===== src/rtl/alu_issue.sv =====
// Issue buffer between register read and the ALU: decodes an instruction,
// queues {data1, data2, ALUCtrl, rd} in a 2-entry in-order FIFO, and drops
// illegal encodings while pulsing illegal_o and bumping a saturating counter.
module alu_issue #(
    parameter int unsigned CNT_W = 8
) (
    input  logic              clk_i,
    input  logic              rst_i,
    input  logic              flush_i,
    input  logic              inst_valid_i,
    output logic              inst_ready_o,
    input  logic [31:0]       inst_i,
    input  logic [31:0]       rs_data_i,
    input  logic [31:0]       rt_data_i,
    output logic              issue_valid_o,
    input  logic              issue_ready_i,
    output logic [31:0]       data1_o,
    output logic [31:0]       data2_o,
    output logic [2:0]        ALUCtrl_o,
    output logic [4:0]        rd_addr_o,
    output logic              illegal_o,
    output logic [CNT_W-1:0]  illegal_cnt_o,
    output logic [1:0]        occupancy_o
);

    localparam int unsigned DATA_W = 32;
    localparam int unsigned CTRL_W = 3;
    localparam int unsigned ADDR_W = 5;
    localparam int unsigned DEPTH  = 2;
    localparam int unsigned OCC_W  = 2;

    typedef struct packed {
        logic [DATA_W-1:0] data1;
        logic [DATA_W-1:0] data2;
        logic [CTRL_W-1:0] ctrl;
        logic [ADDR_W-1:0] rd;
    } entry_t;

    entry_t             mem_q [DEPTH];
    logic               wr_ptr_q;
    logic               rd_ptr_q;
    logic [OCC_W-1:0]   count_q;
    logic               illegal_q;
    logic [CNT_W-1:0]   illegal_cnt_q;

    entry_t             dec_c;
    logic               legal_c;
    logic               enq_c;
    logic               enq_legal_c;
    logic               enq_illegal_c;
    logic               deq_c;
    entry_t             head_c;

    // Source-register addresses and shamt play no part in this stage.
    logic unused_inst_bits_c;
    assign unused_inst_bits_c = &{1'b0, inst_i[25:21], inst_i[10:6]};

    // Decode opcode/funct into ALU control and operand selection.
    always_comb begin
        legal_c       = 1'b0;
        dec_c         = '0;
        dec_c.data1   = rs_data_i;
        unique case (inst_i[31:26])
            6'b000000: begin
                dec_c.data2 = rt_data_i;
                dec_c.rd    = inst_i[15:11];
                legal_c     = 1'b1;
                unique case (inst_i[5:0])
                    6'b100000: dec_c.ctrl = 3'b010;
                    6'b100010: dec_c.ctrl = 3'b110;
                    6'b100100: dec_c.ctrl = 3'b000;
                    6'b100101: dec_c.ctrl = 3'b001;
                    6'b011000: dec_c.ctrl = 3'b011;
                    6'b101010: dec_c.ctrl = 3'b111;
                    default:   legal_c    = 1'b0;
                endcase
            end
            6'b001000: begin
                dec_c.data2 = {{16{inst_i[15]}}, inst_i[15:0]};
                dec_c.rd    = inst_i[20:16];
                dec_c.ctrl  = 3'b010;
                legal_c     = 1'b1;
            end
            default: legal_c = 1'b0;
        endcase
    end

    assign inst_ready_o  = (count_q != OCC_W'(DEPTH));
    assign issue_valid_o = (count_q != '0);
    assign occupancy_o   = count_q;

    assign enq_c         = inst_valid_i && inst_ready_o && !flush_i;
    assign enq_legal_c   = enq_c && legal_c;
    assign enq_illegal_c = enq_c && !legal_c;
    assign deq_c         = issue_valid_o && issue_ready_i && !flush_i;

    // FIFO pointers, count and illegal-beat reporting.
    always_ff @(posedge clk_i or negedge rst_i) begin
        if (!rst_i) begin
            wr_ptr_q      <= 1'b0;
            rd_ptr_q      <= 1'b0;
            count_q       <= '0;
            illegal_q     <= 1'b0;
            illegal_cnt_q <= '0;
        end else begin
            illegal_q <= enq_illegal_c;
            if (enq_illegal_c && (illegal_cnt_q != '1)) begin
                illegal_cnt_q <= illegal_cnt_q + CNT_W'(1);
            end
            if (flush_i) begin
                wr_ptr_q <= 1'b0;
                rd_ptr_q <= 1'b0;
                count_q  <= '0;
            end else begin
                if (enq_legal_c) begin
                    wr_ptr_q <= ~wr_ptr_q;
                end
                if (deq_c) begin
                    rd_ptr_q <= ~rd_ptr_q;
                end
                count_q <= count_q + OCC_W'(enq_legal_c) - OCC_W'(deq_c);
            end
        end
    end

    // Entry storage; contents are only visible while counted as valid.
    always_ff @(posedge clk_i) begin
        if (enq_legal_c) begin
            mem_q[wr_ptr_q] <= dec_c;
        end
    end

    assign head_c        = mem_q[rd_ptr_q];
    assign data1_o       = issue_valid_o ? head_c.data1 : '0;
    assign data2_o       = issue_valid_o ? head_c.data2 : '0;
    assign ALUCtrl_o     = issue_valid_o ? head_c.ctrl  : '0;
    assign rd_addr_o     = issue_valid_o ? head_c.rd    : '0;
    assign illegal_o     = illegal_q;
    assign illegal_cnt_o = illegal_cnt_q;

endmodule


===== config.mk =====
export PLATFORM = sky130hd
export DESIGN_NAME = alu_issue
export DESIGN_NICKNAME = d
export VERILOG_FILES = /design/src/rtl/alu_issue.sv
export SDC_FILE = /design/constraint.sdc
export NUM_CORES = 1
export LEC_CHECK = 0
export ABC_CLOCK_PERIOD_IN_PS = 6900
export BUFFER_PORTS_ARGS = -buffer_cell sky130_fd_sc_hd__buf_2
export CORE_MARGIN = 2
export CORE_UTILIZATION = 30
export CTS_BUF_LIST = sky130_fd_sc_hd__clkbuf_16
export DETAILED_ROUTE_END_ITERATION = 8
export GPL_TIMING_DRIVEN = 0
export PLACE_DENSITY = 0.56
export SYNTH_ARGS = -nofsm -noshare
export SYNTH_HDL_FRONTEND = slang
export SYNTH_SLANG_ARGS = --single-unit

===== constraint.sdc =====
create_clock -name clk_i -period 6.9 [get_ports clk_i]
set_clock_uncertainty 0.2 [all_clocks]
set_input_delay 1.725 -clock clk_i [delete_from_list [all_inputs] [get_ports clk_i]]
set_output_delay 1.725 -clock clk_i [all_outputs]
set_load 0.05 [all_outputs]

==> metrics list, run 1 <==
- Outcome: finished, final reports clean
* Tmin final: 4500 ps
- Area used by multi-input combinational logic: 2000 um2
* Post-route total power: 2.19 mW
* Share of the yosys chip area belonging to registers: 68.7%
- The H-tree was split into 4 levels.
- By area, the combinational part of the netlist is dominated by multiplexers.
- Among all stages on the critical path, the largest delay is contributed by nor2_1.
* Global router's overall resource usage: 14.0%
- Count of cell types in the netlist: 37
- TritonCTS clock tree: done
- Destination of the worst hold path: illegal_cnt_o[4]
* Number of nets with antenna violations after detailed routing: 0
- Clock tree synthesis selected as its root buffer the cell clkbuf_16.
- For the worst setup path, the data required time is 4970 ps.
- VDD sags by at most 0.152 mV.
- Die area: 23800 um2
- The worst register-to-register path begins at occupancy_o[0].
- Setup repair after global routing left no endpoint under its margin.
* Drt initial violations: 285
- Worst Setup Slack, final: 2400 ps
- Period utilisation layout: 65.2%
* Reported max-cap violation count: 0
- The initial utilization of the core area, before any placement, comes to 30.8%.
- The final number of hold-violating endpoints is 0.
- Dividing total power by cell area gives a power density of 252 nW/um2.
- The average instance in the mapped netlist occupies 14.0 um2.
* Maximum single-stage delay on the critical path: 820 ps
* Share of cells above drive strength 1: 33.9%
* Flop and latch count out of synthesis: 157
- Overall overflow remaining after global route: 0
- Critical register-to-register path endpoint: mem_q[0][9]
* R2r worst-path depth: 7
- Fraction of the mapped netlist area in compound gates: 3.07%
- With fillers left out, the area of the finished cells amounts to 8660 um2.
* Highest fanout seen on the critical path: 10
- Dominant register cell in the synthesized netlist: edfxtp_1
* Ys Warns: 0
- FFs w/ async S/R, synth: 8.28%
- Timing analysis after detailed placement gives a worst setup slack of 2290 ps.
* Leading post-synthesis cells by instance count: edfxtp_1 (144), nor2_1 (105), mux2i_1 (94)
* Area used by sequential logic in the layout: 4650 um2
- The first global-routing pass estimated 25400 um of wire.
* Number of vias after detailed routing: 4512
* Post-CTS Resized: 0
- Of the post-synthesis cell area, the part taken by muxes is 14.5%.
- The placed instances occupy a cell area of 8090 um2.
- Die extent in x: 154 um
* Die height: 154 um
- Counting instances, the worst hold path has a depth of 1.
- Setup TNS: 0 ps
* Cell repeated most along the worst path: nor2_1
- Buffer count from post-CTS setup fixing: 0
- Summing the areas of all fa, ha and maj instances in the mapped netlist gives 0.555% of the synthesized area.
* Max clock buf depth: 2
- Layout net count: 787
- The startpoint identified for the worst hold timing path is illegal_cnt_o[4].
- HPWL Detailed: 11700 um
- Standard-cell rows: 54
- In the post-synthesis netlist, the biggest area contributors are edfxtp_1 (64%), mux2i_1 (14%), nor2_1 (5.8%).
* Final count of pins violating max slew: 0
- Worst Hold Class: reg2reg
- Maximum number of pins on one net before global-route repair: 39
- Total iterations of the first detailed-routing run: 4
* Via density per instance: 4.62
- Number of clock sinks seen by CTS: 157
* Synthesized-area fraction occupied by and/or/nand/nor cells: 10.5%
- In the routed design, unresolved DRC markers number 0.
* Antenna violations before repair: 0
- Setup violations remaining at the end of the flow were counted as 0.
- Lkg Pwr: 3.28 nW
* Post-synth EDFFs: 144
- Core outline area: 22000 um2
- Of the post-synthesis cell area, the dominant cell type holds 63.9%.
- The largest total area in the synthesized netlist belongs to edfxtp_1.
- The signal on the critical path passes through nor2_1, clkbuf_1, nor2_1, buf_2.
- Worst hold margin: 325 ps
- For this design the top-level I/O count stands at 186.
- At the end of routability-driven placement, the weighted congestion stood at 0.790.
- At the pin with the least slew margin, the transition time is 1050 ps.
- In the synthesized netlist, the number of instances is 482.
- Clock transition at the registers of the reported paths: 70 ps
- The mapped netlist covers 6770 um2.
* Area grow syn2layout: 28.0%
- STA classifies the critical path endpoint as an output port.
- Counting every net in the synthesized netlist gives 586.
- During placement, the flow inserted port buffers numbering 179.
* Number of hold-repair buffers added at the cts stage: 0
- Wire length per cell after detailed routing: 16.8 um
- Yosys instantiated no cell more often than edfxtp_1.
- Achievable clock frequency: 222 MHz
- The worst setup path is of the reg2out kind.
- The worst setup path is launched from a flop.
- The via count of the first global-routing pass was 4666.
- Clk Latency, worst-skew pair: 420 ps
- STA puts the critical path data arrival time at 2580 ps.
* Post-detailed-routing wire length: 16500 um
- Summing the areas of all xor and xnor instances in the mapped netlist gives 0.776% of the synthesized area.
* Slew Limit Headroom: 30.1%
* Final-layout fill cell count: 2094
- The number of clock buffers added by TritonCTS is 17.
- R2R Setup Slk: 4070 ps
[critical path: cells and delay by family (launching register included)]
kind          cells  cell delay [ps]
simple gates      2              950
buf+inv           2              770
flops             1              420
[logic make-up (layout without fill, tap and decap cells)]
logic type | after synthesis | in the layout
xor gates and xnor gates | 6 | 6
AOI/OAI and AO/OA | 31 | 31
other | 0 | 1
DFF | 157 | 157
and+or+nand+nor | 157 | 157
muxes | 97 | 97
buffers and inverters | 31 | 245
adders and majority gates | 3 | 3
[how the worst max path moves through the flow]
stage	end	slack, ps	startpoint
4_1_cts	data2_o[14]	2240	occupancy_o[1]
3_5_place_dp	mem_q[0][18]	2290	inst_i[0]
5_1_grt	data2_o[14]	2210	occupancy_o[1]
2_1_floorplan	mem_q[0][0]	750	inst_i[0]
6_report	data2_o[16]	2400	occupancy_o[1]
3_3_place_gp	mem_q[0][15]	-1690	inst_i[1]
[power by group]
part | total [mW] | switching (mW) | internal, mW
Sequential | 1.07 | 0.0228 | 1.05
Combinational | 0.198 | 0.130 | 0.0682
Clock | 0.916 | 0.385 | 0.531
Total | 2.19 | 0.538 | 1.65
[routing by layer]
metal	track usage, %	vias up	routed length [um]
li1	-	2152	-
met1	17.7	2195	7300
met2	23.6	148	7990
met3	3.25	17	926
met4	4.63	0	236
met5	0	-	0
[cells in the final DEF (no fill, tap or decap), types with 2 or more instances in the layout]
cell / count
nand2_1: 11
inv_6: 3
a21oi_1: 20
nor2_1: 104
nand3_1: 3
buf_12: 3
clkinvlp_4: 4
clkbuf_16: 17
buf_2: 190
edfxtp_1: 144
clkinv_1: 2
bufinv_16: 2
nand4_1: 2
mux2_4: 2
xor2_1: 5
mux2i_1: 94
a211oi_1: 2
nor3_1: 3
dfrtp_1: 13
a21oi_2: 3
clkinv_2: 2
inv_1: 5
clkbuf_1: 16
nand2b_1: 22
ha_1: 3
[registers in the layout, indices dropped and copies added, names as in the netlist]
register / cells
occupancy_o: 2
illegal_cnt_o: 8
rd_ptr_q: 1
illegal_o: 1
wr_ptr_q: 1
mem_q: 144
[area by class of cell]
| type | count | share of cell area [%] |
|---|---|---|
| flip-flops and latches | 157 | 53.7 |
| multi-input cells | 294 | 23.1 |
| repair buffers | 182 | 11.0 |
| clock buffers | 17 | 4.91 |
| well taps | 280 | 4.05 |
| clock inverters | 15 | 1.69 |
| plain buffers | 27 | 1.33 |
| inverters | 4 | 0.173 |
| diodes | 1 | 0.0289 |
[per-stage QoR]
stage	util (%)	cells
after global routing	39.4	976
after detailed placement	36.8	944
after global placement	36.5	941
after CTS	39.4	976
final	39.4	977
after floorplan	-	482
Note: power is estimated with default switching activity, not from simulation.
==> run 2: changes to the inputs <==
--- a/config.mk
+++ b/config.mk
@@ -5,14 +5,14 @@
 export SDC_FILE = /design/constraint.sdc
 export NUM_CORES = 1
 export LEC_CHECK = 0
-export ABC_CLOCK_PERIOD_IN_PS = 6900
+export ABC_CLOCK_PERIOD_IN_PS = 3800
 export BUFFER_PORTS_ARGS = -buffer_cell sky130_fd_sc_hd__buf_2
 export CORE_MARGIN = 2
 export CORE_UTILIZATION = 30
 export CTS_BUF_LIST = sky130_fd_sc_hd__clkbuf_16
 export DETAILED_ROUTE_END_ITERATION = 8
 export GPL_TIMING_DRIVEN = 0
-export PLACE_DENSITY = 0.56
+export PLACE_DENSITY = 0.57
 export SYNTH_ARGS = -nofsm -noshare
 export SYNTH_HDL_FRONTEND = slang
 export SYNTH_SLANG_ARGS = --single-unit
==> constraint.sdc (replaced) <==
create_clock -name clk_i -period 3.8 [get_ports clk_i]
set_clock_uncertainty 0.2 [all_clocks]
set_input_delay 0.95 -clock clk_i [delete_from_list [all_inputs] [get_ports clk_i]]
set_output_delay 0.95 -clock clk_i [all_outputs]
set_load 0.05 [all_outputs]
==> run 2 against run 1 <==
Net effect: sequential share of layout area grew 0.16 points; register-to-register slack lost 2800 ps; sequential power grew 82%; clock power grew 70%; first-iteration DRC count shrank 34%.
==> metrics list, run 2 (synthesis results as in run 1) <==
- The last weighted congestion value of the routability-driven placer was 0.731 (-7.5%).
- The leakage component of the power came to 3.27 nW (-0.32%).
- The post-route worst setup slack is 286 ps (-2110 ps).
- Buffer count from post-CTS setup fixing: 0 (unchanged)
- The layout net count was 787 (unchanged).
- The remaining max-slew budget at the tightest pin came to 42.3% (+12 points).
- Quantity of I/O buffers inserted on ports: 179 (unchanged)
* Achievable clock frequency: 285 MHz
- The average wire length per cell after detail routing came to 16.6 um (-1.5%).
* Effective utilization at floorplan: 30.8% (unchanged)
* # DRC: 0 (unchanged)
- Worst Hold Class: in2async
- The final number of hold-violating endpoints is 0 (unchanged).
- Max clock buf depth: 2 (unchanged)
- TritonCTS clock tree: done
- Setup TNS: 0 ps (unchanged)
* Number of nets with antenna violations after detailed routing: 0 (unchanged)
- Total clock buffers created by CTS: 17 (unchanged)
- Clock transition at the registers of the reported paths: 70 ps (about the same)
* Highest fanout seen on the critical path: 10 (unchanged)
* Slew of the pin with the lowest slew margin: 863 ps (-183 ps)
* Required time at the worst-slack endpoint: 2650 ps (-2320 ps)
* Clock root buffer: clkbuf_16
- Power per cell area: 448 nW/um2 (+77%)
- Post-CTS Resized: 1 (+1)
- Die area: 23800 um2 (unchanged)
* Tmin final: 3510 ps
* Share of cells above drive strength 1: 34.2% (+0.29 points)
- Clk Latency, worst-skew pair: 420 ps (about the same)
- Via count of the first global-routing pass: 4472 (-4.2%)
- The total routing usage reported by global routing was 13.7% (-0.22 points).
* Global-route wire length before repair: 24700 um (-3.0%)
- Setup repair after global routing missed its margin: no
* Maximum number of pins on one net before global-route repair: 47 (+21%)
- Final-layout fill cell count: 2143 (+2.3%)
- Standard-cell rows: 54 (unchanged)
- # diodes: 0 (-1)
- More flip-flops sit in one register than any other, and that register is mem_q.
- The clock sink count came to 157 (unchanged).
- Antenna violations before repair: 1 (+1)
* Worst Setup Start Kind: flop
* Reported max-cap violation count: 0 (unchanged)
- The die outline width is 154 um (unchanged).
- The arrival time of the worst setup path was 2360 ps (-220 ps).
- The routed wire length was 16200 um (-1.6%).
- The deepest level of the CTS H-tree was 4 (unchanged).
* Overall overflow remaining after global route: 0 (unchanged)
- Area grow syn2layout: 27.6%
- DP Worst Slack: 194 ps (-2090 ps)
* Crit Path Class: reg2out
* Core outline area: 22000 um2 (unchanged)
* Total of endpoints with negative setup slack in the final report: 0 (unchanged)
* Period utilisation layout: 92.5%
* Outcome: finished, final reports clean
- The count of TritonRoute iterations in the first routing pass was 4 (unchanged).
* Most common cell after layout, fill and taps aside: buf_2
* R2R Setup Slk: 1230 ps (-2840 ps)
- Number of hold-repair buffers added at the cts stage: 0 (unchanged)
* Setup crit end kind: output port
* Final count of pins violating max slew: 0 (unchanged)
- The detailed placer's ending HPWL was 11200 um (-4.2%).
- The worst IR drop on VDD came to 0.247 mV (+63%).
- Number of vias after detailed routing: 4400 (-2.5%)
* Die height: 154 um (unchanged)
* Drt initial violations: 188 (-34%)
* Max reg flops: 144 (unchanged)
* Num ports: 186 (unchanged)
- The via-per-instance ratio was 4.51 (-2.4%).
* Top library cells by usage in the layout, fill and taps aside: buf_2 (190), edfxtp_1 (144), nor2_1 (103)
run 2: critical path, cell delays in order, from the launching register on:
cell,delay (ps)
dfrtp_1,320
clkbuf_1,570
buf_2,460
mux2i_1,140
nor2_1,170
buf_2,290
run 2: path summary, 6_finish.rpt:
path                                    end  depth (start not counted)              from
setup / recovery                data2_o[16]                          5          rd_ptr_q
hold / removal             illegal_cnt_o[3]                          1             rst_i
setup reg to reg               mem_q[0][46]                          6    occupancy_o[0]
hold reg to reg            illegal_cnt_o[0]                          1  illegal_cnt_o[0]
max in group asynchronous          rd_ptr_q                          1             rst_i
min in group clk_i         illegal_cnt_o[0]                          1  illegal_cnt_o[0]
run 2: area by class of cell:
type,instances,area [um2],share of cell area (%)
Tap cell,280,350,4.06
Inverter,4,15.0,0.174
Sequential cell,157,4650,53.8
Timing Repair Buffer,182,963,11.2
Multi-Input combinational cell,294,2000,23.2
Buffer,27,115,1.33
Clock inverter,15,114,1.32
Clock buffer,17,425,4.93
run 2: metrics by stage:
stage	cells	cell area (um2)	power (mW)	hold WS, ps	utilization (%)
after global routing	976	8630	4.02	221	39.3
after global placement	941	8020	2.34	301	36.5
after floorplan	482	6780	2.21	315	-
final	976	8630	3.87	220	39.3
after CTS	976	8630	3.92	209	39.3
after detailed placement	944	8090	2.35	314	36.9
run 2: metal layers:
| metal | wire length, um | track usage (%) | vias to the layer above |
|---|---|---|---|
| met2 | 7810 | 22.9 | 134 |
| met5 | 13 | 0 | - |
| li1 | - | - | 2149 |
| met1 | 7270 | 17.3 | 2101 |
| met4 | 146 | 3.74 | 2 |
| met3 | 942 | 4.34 | 14 |
run 2: power by group:
group          switching [mW]  leakage [nW]  internal (mW)
Combinational           0.237          1.52          0.124
Clock                   0.715         0.258          0.844
Sequential             0.0408          1.49           1.91
Total                   0.993          3.27           2.87
